## src/rtl/wf_ring_loader.sv

```systemverilog
// rtl/wf_ring_loader.sv - waveform ring write-side loader with DSP read tracking (optional WF_UNDERRUN_STOP_EN)
module wf_ring_loader #(
    parameter int WF_DEPTH    = 1024,
    parameter int PRELOAD_NUM = 512
) (
    input  logic        i_clk,
    input  logic        i_rst,
    input  logic        i_wf_start,
    input  logic        i_wf_stop,
    input  logic [15:0] i_wf_data,
    input  logic        i_wf_data_valid,
    output logic        o_wf_data_ready,
    input  logic        i_wf_read_cnt,
    output logic [9:0]  o_wf_ram_addr,
    output logic [15:0] o_wf_ram_din,
    output logic        o_wf_ram_ce,
    output logic        o_wf_ram_we,
    output logic        o_dsp_wf_mode,
    output logic [10:0] o_wf_level,
    output logic        o_wf_full,
    output logic        o_wf_empty,
    output logic        o_wf_underrun,
    output logic [31:0] o_wf_write_num,
    output logic [31:0] o_wf_read_num
);

    localparam int AW = 10;
    localparam int LW = 11;

    typedef enum logic [1:0] {
        ST_IDLE    = 2'd0,
        ST_PRELOAD = 2'd1,
        ST_RUN     = 2'd2,
        ST_DRAIN   = 2'd3
    } state_t;

    state_t         state_q, state_d;
    logic [AW-1:0]  wr_ptr_q, wr_ptr_d;
    logic [AW-1:0]  rd_ptr_q, rd_ptr_d;
    logic [LW-1:0]  level_q, level_d;
    logic [31:0]    write_num_q, write_num_d;
    logic [31:0]    read_num_q, read_num_d;
    logic           underrun_q, underrun_d;
    logic           mode_q, mode_d;
    logic           ram_ce_q, ram_ce_d;
    logic           ram_we_q, ram_we_d;
    logic [AW-1:0]  ram_addr_q, ram_addr_d;
    logic [15:0]    ram_din_q, ram_din_d;
    // [0],[1] form the synchronizer; [2] is the previous synchronized value for edge detect
    logic [2:0]     rd_sync_q, rd_sync_d;

    logic full;
    logic empty;
    logic ready;
    logic active;
    logic wr_fire;
    logic rd_evt;
    logic rd_accept;
    logic underrun_evt;
    logic start_clear;

    assign full         = (level_q == LW'(WF_DEPTH));
    assign empty        = (level_q == '0);
    assign active       = (state_q == ST_RUN) || (state_q == ST_DRAIN);
    assign wr_fire      = i_wf_data_valid && ready;
    assign rd_evt       = rd_sync_q[1] && !rd_sync_q[2];
    assign rd_accept    = rd_evt && active && !empty;
    assign underrun_evt = rd_evt && active && empty;
    assign start_clear  = (state_q == ST_IDLE) && i_wf_start;

    // State register
    always_ff @(posedge i_clk) begin
        if (!i_rst) begin
            state_q <= ST_IDLE;
        end else begin
            state_q <= state_d;
        end
    end

    // Next-state logic; an underrun optionally aborts the session
    always_comb begin
        state_d = state_q;
        case (state_q)
            ST_IDLE: begin
                if (i_wf_start) state_d = ST_PRELOAD;
            end
            ST_PRELOAD: begin
                if (i_wf_stop) state_d = ST_IDLE;
                else if (level_q >= LW'(PRELOAD_NUM)) state_d = ST_RUN;
            end
            ST_RUN: begin
                if (i_wf_stop) state_d = ST_DRAIN;
            end
            ST_DRAIN: begin
                if (empty) state_d = ST_IDLE;
            end
            default: state_d = ST_IDLE;
        endcase
`ifdef WF_UNDERRUN_STOP_EN
        if (underrun_evt) state_d = ST_IDLE;
`else
`endif
    end

    // FSM outputs: accept samples while loading and not full; DSP mode tracks RUN/DRAIN
    always_comb begin
        ready  = ((state_q == ST_PRELOAD) || (state_q == ST_RUN)) && !full;
        mode_d = (state_d == ST_RUN) || (state_d == ST_DRAIN);
    end

    // Datapath next values: RAM write port, pointers, fill level, counters, read sync
    always_comb begin
        rd_sync_d   = {rd_sync_q[1:0], i_wf_read_cnt};
        wr_ptr_d    = wr_ptr_q;
        rd_ptr_d    = rd_ptr_q;
        level_d     = level_q;
        write_num_d = write_num_q;
        read_num_d  = read_num_q;
        underrun_d  = underrun_q;
        ram_ce_d    = 1'b0;
        ram_we_d    = 1'b0;
        ram_addr_d  = ram_addr_q;
        ram_din_d   = ram_din_q;
        if (start_clear) begin
            wr_ptr_d    = '0;
            rd_ptr_d    = '0;
            level_d     = '0;
            write_num_d = '0;
            read_num_d  = '0;
            underrun_d  = 1'b0;
        end else begin
            if (wr_fire) begin
                ram_ce_d    = 1'b1;
                ram_we_d    = 1'b1;
                ram_addr_d  = wr_ptr_q;
                ram_din_d   = i_wf_data;
                wr_ptr_d    = (wr_ptr_q == AW'(WF_DEPTH - 1)) ? '0 : wr_ptr_q + 1'b1;
                write_num_d = write_num_q + 32'd1;
            end
            if (rd_accept) begin
                rd_ptr_d   = (rd_ptr_q == AW'(WF_DEPTH - 1)) ? '0 : rd_ptr_q + 1'b1;
                read_num_d = read_num_q + 32'd1;
            end
            if (wr_fire && !rd_accept) begin
                level_d = level_q + 1'b1;
            end else if (rd_accept && !wr_fire) begin
                level_d = level_q - 1'b1;
            end
            if (underrun_evt) underrun_d = 1'b1;
        end
    end

    // Datapath registers
    always_ff @(posedge i_clk) begin
        if (!i_rst) begin
            rd_sync_q   <= '0;
            wr_ptr_q    <= '0;
            rd_ptr_q    <= '0;
            level_q     <= '0;
            write_num_q <= '0;
            read_num_q  <= '0;
            underrun_q  <= 1'b0;
            mode_q      <= 1'b0;
            ram_ce_q    <= 1'b0;
            ram_we_q    <= 1'b0;
            ram_addr_q  <= '0;
            ram_din_q   <= '0;
        end else begin
            rd_sync_q   <= rd_sync_d;
            wr_ptr_q    <= wr_ptr_d;
            rd_ptr_q    <= rd_ptr_d;
            level_q     <= level_d;
            write_num_q <= write_num_d;
            read_num_q  <= read_num_d;
            underrun_q  <= underrun_d;
            mode_q      <= mode_d;
            ram_ce_q    <= ram_ce_d;
            ram_we_q    <= ram_we_d;
            ram_addr_q  <= ram_addr_d;
            ram_din_q   <= ram_din_d;
        end
    end

    assign o_wf_data_ready = ready;
    assign o_wf_ram_addr   = ram_addr_q;
    assign o_wf_ram_din    = ram_din_q;
    assign o_wf_ram_ce     = ram_ce_q;
    assign o_wf_ram_we     = ram_we_q;
    assign o_dsp_wf_mode   = mode_q;
    assign o_wf_level      = level_q;
    assign o_wf_full       = full;
    assign o_wf_empty      = empty;
    assign o_wf_underrun   = underrun_q;
    assign o_wf_write_num  = write_num_q;
    assign o_wf_read_num   = read_num_q;

endmodule

```

## config.mk

```make
export PLATFORM = sky130hd
export DESIGN_NAME = wf_ring_loader
export DESIGN_NICKNAME = d
export VERILOG_FILES = /design/src/rtl/wf_ring_loader.sv
export SDC_FILE = /design/constraint.sdc
export NUM_CORES = 1
export LEC_CHECK = 0
export BUFFER_PORTS_ARGS = -buffer_cell sky130_fd_sc_hd__buf_2
export CELL_PAD_IN_SITES_DETAIL_PLACEMENT = 0
export CELL_PAD_IN_SITES_GLOBAL_PLACEMENT = 2
export CORE_UTILIZATION = 34
export CTS_CLUSTER_SIZE = 24
export DETAILED_ROUTE_END_ITERATION = 8
export PLACE_DENSITY = 0.91
export REMOVE_ABC_BUFFERS = 1
export SYNTH_ARGS = -nofsm -noshare
export SYNTH_HDL_FRONTEND = slang
export SYNTH_SLANG_ARGS = --single-unit
```

## constraint.sdc

```tcl
create_clock -name i_clk -period 5.3 [get_ports i_clk]
set_clock_uncertainty 0.2 [all_clocks]
set_input_delay 0.53 -clock i_clk [delete_from_list [all_inputs] [get_ports i_clk]]
set_output_delay 0.53 -clock i_clk [all_outputs]
set_load 0.05 [all_outputs]
```

==> results of run 1 <==
## critical path, stage by stage, from the launching register on
cell and delay (ns):
dfxtp_1 0.42, nor2_1 0.15, nand4_1 0.17, inv_2 0.12, nor3_1 0.44, inv_1 0.15
ha_1 0.27, inv_1 0.31, ha_1 0.33, a211oi_1 0.31, a211oi_1 0.12, and4bb_1 0.29
xnor2_1 0.07, or3_1 0.31, a21oi_1 0.15
## cells by family after synthesis
kind of cell | after synthesis | synth area share
simple gates | 306 | 0.296
mux | 2 | 0.00356
buf+inv | 45 | 0.0358
flops | 119 | 0.424
compound gates | 77 | 0.0804
fa+ha+maj | 21 | 0.0481
xor+xnor | 72 | 0.112
## sequential cells by signal (all words and copies together), names as in the netlist
name,cells
o_wf_read_num,32
o_wf_write_num,32
o_wf_ram_din,16
o_wf_level,11
o_wf_ram_addr,10
wr_ptr_q,10
rd_sync_q,3
state_q,2
o_dsp_wf_mode,1
o_wf_ram_we,1
o_wf_underrun,1
## final cells by class
class / count / share of cell area
Timing Repair Buffer: 131 / 0.0942
Clock inverter: 8 / 0.0136
Tap cell: 216 / 0.0385
Clock buffer: 23 / 0.0710
Inverter: 18 / 0.00963
Multi-Input combinational cell: 478 / 0.433
Sequential cell: 119 / 0.340
## layout by cell type (no fill, tap or decap), drive strengths merged, types with 3 or more instances in the layout
master,instances
ha,20
clkbuf,23
dfxtp,119
nand4,16
nor4,8
and2,9
and4,10
clkinv,4
nor2,91
nor3,22
o21ai,39
nand2,61
xor2,39
nand3b,3
inv,18
buf,131
a21oi,20
or3,10
nand3,55
and3,13
o22ai,4
xnor2,33
## metal layers
layer,global-route usage,share of wire,wire [microns]
met5,0,0,0
met1,0.197,0.48,6250
met2,0.244,0.46,6070
met4,0.0615,0.010,136
met3,0.0525,0.047,614
## final timing paths
kind                 start          endpoint  slack [ns]  depth (start not counted)
min reg2reg   rd_sync_q[0]      rd_sync_q[1]        0.25                          1
max reg2reg  o_wf_level[3]    o_wf_level[10]        1.40                         14
max          o_wf_level[3]    o_wf_level[10]        1.40                         14
min          i_wf_data[10]  o_wf_ram_din[10]        0.16                          3
## stage by stage
step,hold slack [ns],instance area [sq um],utilization
global placement,0.221,6420,0.401
global route,0.135,7010,0.438
floorplan,0.212,5490,-
detailed placement,0.225,6420,0.401
finish,0.160,7010,0.438
CTS,0.133,7010,0.438
## power groups by stage
stage / logic (uW) / clock network (uW) / registers, uW
final: 781 / 1150 / 977
after global routing: 856 / 1240 / 982
after CTS: 787 / 1190 / 977
after detailed placement: 785 / 0 / 996
after global placement: 773 / 0 / 992
after floorplan: 482 / 0 / 1120
==> run summary, run 1 <==
Setup violations remaining at the end of the flow were counted as 0. The number of violations of the max-capacitance limit is 0. After filler insertion, the fill cell instance count of the layout stands at 1,626. The initial cell density of the core came out at 0.351.

Setup slack on the critical path of the routed design comes to 1.40 ns. The share of total power dissipated in sequential elements is 0.336. The cell sitting at the root of the clock tree is a clkbuf_16. The net count of the finished layout is 808. The finished layout holds 993 standard cells, fillers aside. Timing analysis after detailed placement gives a worst setup slack of 1.41 ns. The switching power came out at 988 uW. The area enclosed by the die boundary came out at 0.0170 sq mm.

The post-CTS setup buffer count is 0. The hold-fix buffer count after cts came out at 0. The wire length of the first global-routing pass is 20.6 mm.

The synthesized netlist contains 57 unique library cells. By area the synthesized netlist is led by dfxtp_1, nor2_1, xor2_1. The latest clock arrival within the worst-skew pair is 0.41 ns. The routed via count divided by cell count came out at 4.83. The number of placed instances, taps included, is 962. The kind of path behind the tightest hold check is in -> reg. The total of warnings raised by yosys is 0. Data on the critical path arrives at its endpoint at 4.01 ns. STA classifies the critical path endpoint as a flip-flop. The post-layout minimum cycle time is 3.90 ns. The sum of negative setup slack came out at 0 ns. The growth of design area from synthesis to finish is 24.8%. For the pin with the worst max-slew slack, the measured transition is 0.823 ns. The clock drives 119 sinks. The power per cell area is 415 mW/mm^2. The pin count of the biggest net entering global routing came out at 61.

The number of input and output port buffers inserted is 129. The critical path in this run is classified as reg -> reg. For this run, the leading register cell type out of synthesis is dfxtp_1. The sum of net half-perimeters after detailed placement came out at 9.07 mm. The number of routed nets with antenna violations came out at 0. The count of instances resized after the clock tree is built is 0. The flip-flop and latch count after synthesis came out at 119. STA classifies the critical path startpoint as a flip-flop. The remaining max-slew budget at the tightest pin is 0.449. The commonest cells after synthesis are dfxtp_1, nor2_1, nand2_1, nand3_1. Summed over all layers, the routed wires come to 13.1 mm.

The number of antenna violations at the first check in global routing is 0. The power consumption is 2910 uW. The total count of hold-check failures in the final report came out at 0. The clock-pin slew reported for the worst setup and hold paths after clock tree synthesis came out at 0.06 ns.

The multi-input combinational cell area came out at 0.00304 sq mm. The DRC violations left is 0. In the final layout, the share of cells above drive strength 1 is 0.251. The TritonCTS clock tree is built. The biggest area contributor in the post-synthesis netlist is dfxtp_1. The dominant cell by count in the synthesized netlist is dfxtp_1. The overall die height came out at 131 microns. The achievable frequency came out at 257 MHz.

After detailed routing, the average wire length per cell comes to 13.2 microns. Before antenna repair, the detailed router went through 4 iterations. Synthesis produced 642 cells.

The die boundary width is 131 microns. Along the worst path, the maximum fanout reaches 11. Of the total power, combinational logic draws 0.268. Counting the buffers created by CTS gives 17.

Of the total power, the share spent switching nets is 0.339. The sequential cell area is 0.00238 sq mm. CTS built an H-tree with a depth of 4. Counting flops with an async set or reset pin after synthesis yields a share of 0. The via count of the first global-routing pass is 4,235. Setup repair after global routing left no endpoint under its margin.

The internal portion of total power came out at 1920 uW. The count of vias placed by the detailed router came out at 4,801. The number of antenna repair diodes is 0. The static leakage came out at 0.00291 uW.

The share of total power dissipated in the clock network is 0.396. The I/O pin count came out at 130. The share of the synthesized area in the top cell type is 0.424. Routability-driven placement finished with a final weighted congestion of 0.846. For this run, the total global-route usage over all layers was measured as 0.156. The floorplan row count came out at 46.

The endpoint required time on the critical path is 5.42 ns. The overflow left after global routing is 0. Yosys mapped a number of flops with a built-in enable equal to 0.

Of the available clock period, the critical path in the final layout requires 0.735. The core footprint is 0.0160 sq mm. The clock passes through at most 2 buffers. The run finished with clean final reports. The mean post-synth cell area came out at 8.75 sq um. The number of pins with negative max-slew slack in the final report came out at 0. The part of the Yosys area used for sequential elements came out at 0.424.

The peak supply drop is 0.230 mV. The summed instance area of the synthesized netlist came out at 0.00562 sq mm. The iteration-0 DRC count of the detailed router came out at 193.
Power figures use the tool's default switching activity.
==> run 2: changes to the inputs <==
--- a/config.mk
+++ b/config.mk
@@ -5,13 +5,14 @@
 export SDC_FILE = /design/constraint.sdc
 export NUM_CORES = 1
 export LEC_CHECK = 0
+export ABC_AREA = 1
 export BUFFER_PORTS_ARGS = -buffer_cell sky130_fd_sc_hd__buf_2
 export CELL_PAD_IN_SITES_DETAIL_PLACEMENT = 0
 export CELL_PAD_IN_SITES_GLOBAL_PLACEMENT = 2
-export CORE_UTILIZATION = 34
+export CORE_UTILIZATION = 27
 export CTS_CLUSTER_SIZE = 24
 export DETAILED_ROUTE_END_ITERATION = 8
-export PLACE_DENSITY = 0.91
+export PLACE_DENSITY = 0.84
 export REMOVE_ABC_BUFFERS = 1
 export SYNTH_ARGS = -nofsm -noshare
 export SYNTH_HDL_FRONTEND = slang
==> constraint.sdc (replaced) <==
create_clock -name i_clk -period 3.4 [get_ports i_clk]
set_clock_uncertainty 0.2 [all_clocks]
set_input_delay 0.34 -clock i_clk [delete_from_list [all_inputs] [get_ports i_clk]]
set_output_delay 0.34 -clock i_clk [all_outputs]
set_load 0.05 [all_outputs]
==> run summary, run 2 <==
The flow ran to the end, and the final reports show no timing, DRC or antenna violations. The data arrival at the endpoint of the critical path is 3.27 ns (-0.74 ns). The worst setup path is captured at a flip-flop. The sum of net half-perimeters after detailed placement came to 14.5 mm (+60%). The iteration-0 DRC count of the detailed router is 367 (+90%).

By area the synthesized netlist is led by dfxtp_1, nand2_1, nor2_1. The actual slew at the worst max-slew pin came out at 0.916 ns (+0.0931 ns). The routed length on met1 is 10.3 mm (+65%). The global placer's final weighted congestion is 0.835 (-1.3%). The smallest hold slack was 0.0829 ns (-0.0773 ns). The post-layout minimum cycle time was 3.15 ns (-0.743 ns). The worst setup path is of the reg -> reg kind.

The die boundary width was 164 microns (+25%). The TritonCTS clock tree is built. The clock-pin slew reported for the worst setup and hold paths after clock tree synthesis is 0.06 ns (about the same).

The overall die height is 164 microns (+25%). The routed wire length per instance is 12.7 microns (-3.7%). The final non-filler cell area is 0.00871 sq mm (+24%).

The initial cell density of the core came to 0.278 (-0.0733). The worst stage delay on the critical path is 0.44 ns (about the same). The remaining max-slew budget at the tightest pin came to 0.389 (-0.0601).

The cell count after placement is 1,565 (+63%). The routed wire length on met3 was 833 microns (+36%). The latest clock arrival within the worst-skew pair is 0.42 ns (about the same). The power per cell area was 431 mW/mm^2 (+3.8%). The mean post-synth cell area is 6.26 sq um (-29%). The routed via count divided by cell count came out at 4.36 (-9.7%). The summed instance area of the synthesized netlist is 0.00706 sq mm (+26%).

The post-detailed-placement cell area is 0.00798 sq mm (+24%). The tree is rooted in a clkbuf_16. The post-detailed-routing wire length came out at 20.4 mm (+56%). From synthesis to final layout, the design area changed by 23.4%.

The clock tree buffer depth came to 2 (unchanged). The count of vias placed by the detailed router came out at 7,031 (+46%). The sum of negative setup slack was 0 ns (unchanged). The pin count of the biggest net entering global routing was 71 (+16%). The I/O pin count came out at 130 (unchanged).

The main flop type after synthesis is dfxtp_1. The total count of hold-check failures in the final report is 0 (unchanged). The via count of the first global-routing pass is 6,593 (+56%). The static leakage is 0.00394 uW (+35%).

The net count of the finished layout came to 1,314 (+63%). The post-CTS setup buffer count was 0 (unchanged). The overflow left after global routing was 0 (unchanged).

The share of final-layout standard cells stronger than drive strength 1 is 0.156 (-0.0948). The part of the Yosys area used for sequential elements is 0.337 (-0.0865). The wire length of the first global-routing pass was 33.5 mm (+63%). Leaving out fill and tap cells, the most frequent cells in the layout are nand2_1, nor2_1, buf_2.

The total track usage was 0.158 (+0.00243). Traced cell by cell, the critical path runs through inv_1 -> ha_1 -> o21ai_0 -> nor2_1 -> nand2_4 -> ha_1 -> inv_1 -> ha_1 -> nand2_1 -> o21ai_1 -> nand2_1 -> nand3_1 -> nand2_1 -> o21ai_0 -> inv_1. Sorting the synthesized cells by how often they occur yields nand2_1, nor2_1, dfxtp_1, inv_1, a21oi_1. The endpoint required time on the critical path was 3.51 ns (-1.91 ns). The number of routed nets with antenna violations is 0 (unchanged). The DRC violations left came out at 0 (unchanged). The number of input and output port buffers inserted came out at 129 (unchanged).

The number of synthesized flops with an enable pin came out at 0 (unchanged). The number of different library cells in the post-synthesis netlist came to 36 (-37%). The achievable frequency came out at 317 MHz (+24%). The async set-or-reset flop fraction in the synthesized netlist came out at 0 (unchanged). The kind of path behind the tightest hold check is in -> reg. The number of pins with negative max-slew slack in the final report is 0 (unchanged).

Leaving out fill and tap cells, the most frequent cell in the layout is nand2_1. The highest metal layer carrying signal wires in the routed design is met5. The synthesized instance count is 1,128 (+76%). The non-filler instance count after layout was 1,611 (+62%).

The number of antenna repair diodes came out at 0 (unchanged). The core footprint is 0.0254 sq mm (+59%). The flip-flop and latch count after synthesis came out at 119 (unchanged). The final clock period utilization by the worst path came out at 0.928 (+0.192). The critical path launch point type is a flip-flop. The number of violations of the max-capacitance limit came out at 0 (unchanged).

The TritonCTS sink count came out at 119 (unchanged). The floorplan row count is 58 (+26%). The final setup violation count came out at 0 (unchanged). The biggest area contributor in the post-synthesis netlist is dfxtp_1. The detailed-routed wire length on met2 came out at 9.04 mm (+49%). The number of antenna violations at the first check in global routing came to 1 (+1). The area enclosed by the die boundary came to 0.0268 sq mm (+57%). The slowest stage of the critical path is the dfxtp_1 cell. The depth of the CTS H-tree is 4 (unchanged). The layout filler cell count came out at 2,839 (+75%). The maximum net fanout on the critical path was 11 (unchanged). The number of CTS-inserted buffers was 17 (unchanged). The post-route core utilization was 0.343 (-0.0953). In the post-synthesis netlist, the cell with the most instances is nand2_1. The iteration count of the initial detailed-routing pass was 5 (+1). The share of the synthesized area in the top cell type is 0.337 (-0.0865). The peak supply drop is 0.214 mV (-7.0%). The total of warnings raised by yosys is 0 (unchanged). Setup repair after global routing could not meet its margin everywhere.
-- run 2: cell types whose count changed after synthesis, moves of 12 or more --
cell,change
nand2_1,+341
nor2_1,+111
inv_1,+93
a21oi_1,+47
xnor2_1,-23
xor2_1,-21
nand3b_1,+18
o21ai_0,-16
nand3_1,-14
nor3_2,-12
-- run 2: timing repair --
| action | in CTS | in global routing |
|---|---|---|
| hold endpoints to repair | 17 | 0 |
| hold buffers | 17 | 0 |
| endpoints found under the setup margin | 0 | 4 |
| gates resized for setup | 0 | 2 |
-- run 2: final timing paths --
kind	slack, ns	end	depth (start not counted)	start
max	0.25	o_wf_level[7]	15	state_q[0]
min	0.08	state_q[1]	4	i_wf_start
min reg2reg	0.22	rd_sync_q[1]	2	rd_sync_q[0]
max reg2reg	0.25	o_wf_level[7]	15	state_q[0]
-- run 2: worst max-delay path, delay by kind of cell, from the launching register on --
| family | cells | cell delay, ns |
|---|---|---|
| AND/OR/NAND/NOR | 6 | 0.52 |
| AO/OA/AOI/OAI | 3 | 0.61 |
| buffers and inverters | 3 | 0.40 |
| adder cells (fa/ha/maj) | 3 | 0.87 |
| flip-flops | 1 | 0.44 |
-- run 2: metal layers --
metal | global-route usage | vias up
li1 | - | 3787
met1 | 0.211 | 3102
met2 | 0.255 | 118
met3 | 0.0331 | 22
met4 | 0.0455 | 2
met5 | 0 | -
-- run 2: kinds of logic after synthesis --
family                     after synthesis  share of synthesized area
DFF                                    119                      0.337
AOI/OAI and AO/OA                      111                     0.0879
buffers and inverters                  144                     0.0897
adders and majority gates               21                     0.0383
xor gates and xnor gates                28                     0.0347
and+or+nand+nor                        705                      0.412
-- run 2: where the power goes --
group	internal, uW	switching (uW)	leakage, uW	total, uW
Combinational	153	381	0.00270	533
Sequential	1430	21.8	0.000962	1450
Clock	1120	649	0.000273	1770
-- run 2: area by class of cell --
type / count / area [sq um] / share of cell area
clock buffer: 25 / 485 / 0.0557
timing repair buffer: 155 / 883 / 0.101
inverter: 113 / 427 / 0.0490
sequential: 119 / 2380 / 0.273
multi-input combinational: 865 / 4050 / 0.465
clock inverter: 4 / 70.1 / 0.00804
tap: 330 / 413 / 0.0474
-- run 2: stage by stage --
| step | power, uW | setup WS (ns) |
|---|---|---|
| global placement | 2000 | 0.117 |
| detailed placement | 2000 | 0.121 |
| floorplan | 1850 | -0.140 |
| CTS | 3830 | 0.103 |
| finish | 3760 | 0.246 |
| global route | 3940 | -0.0125 |
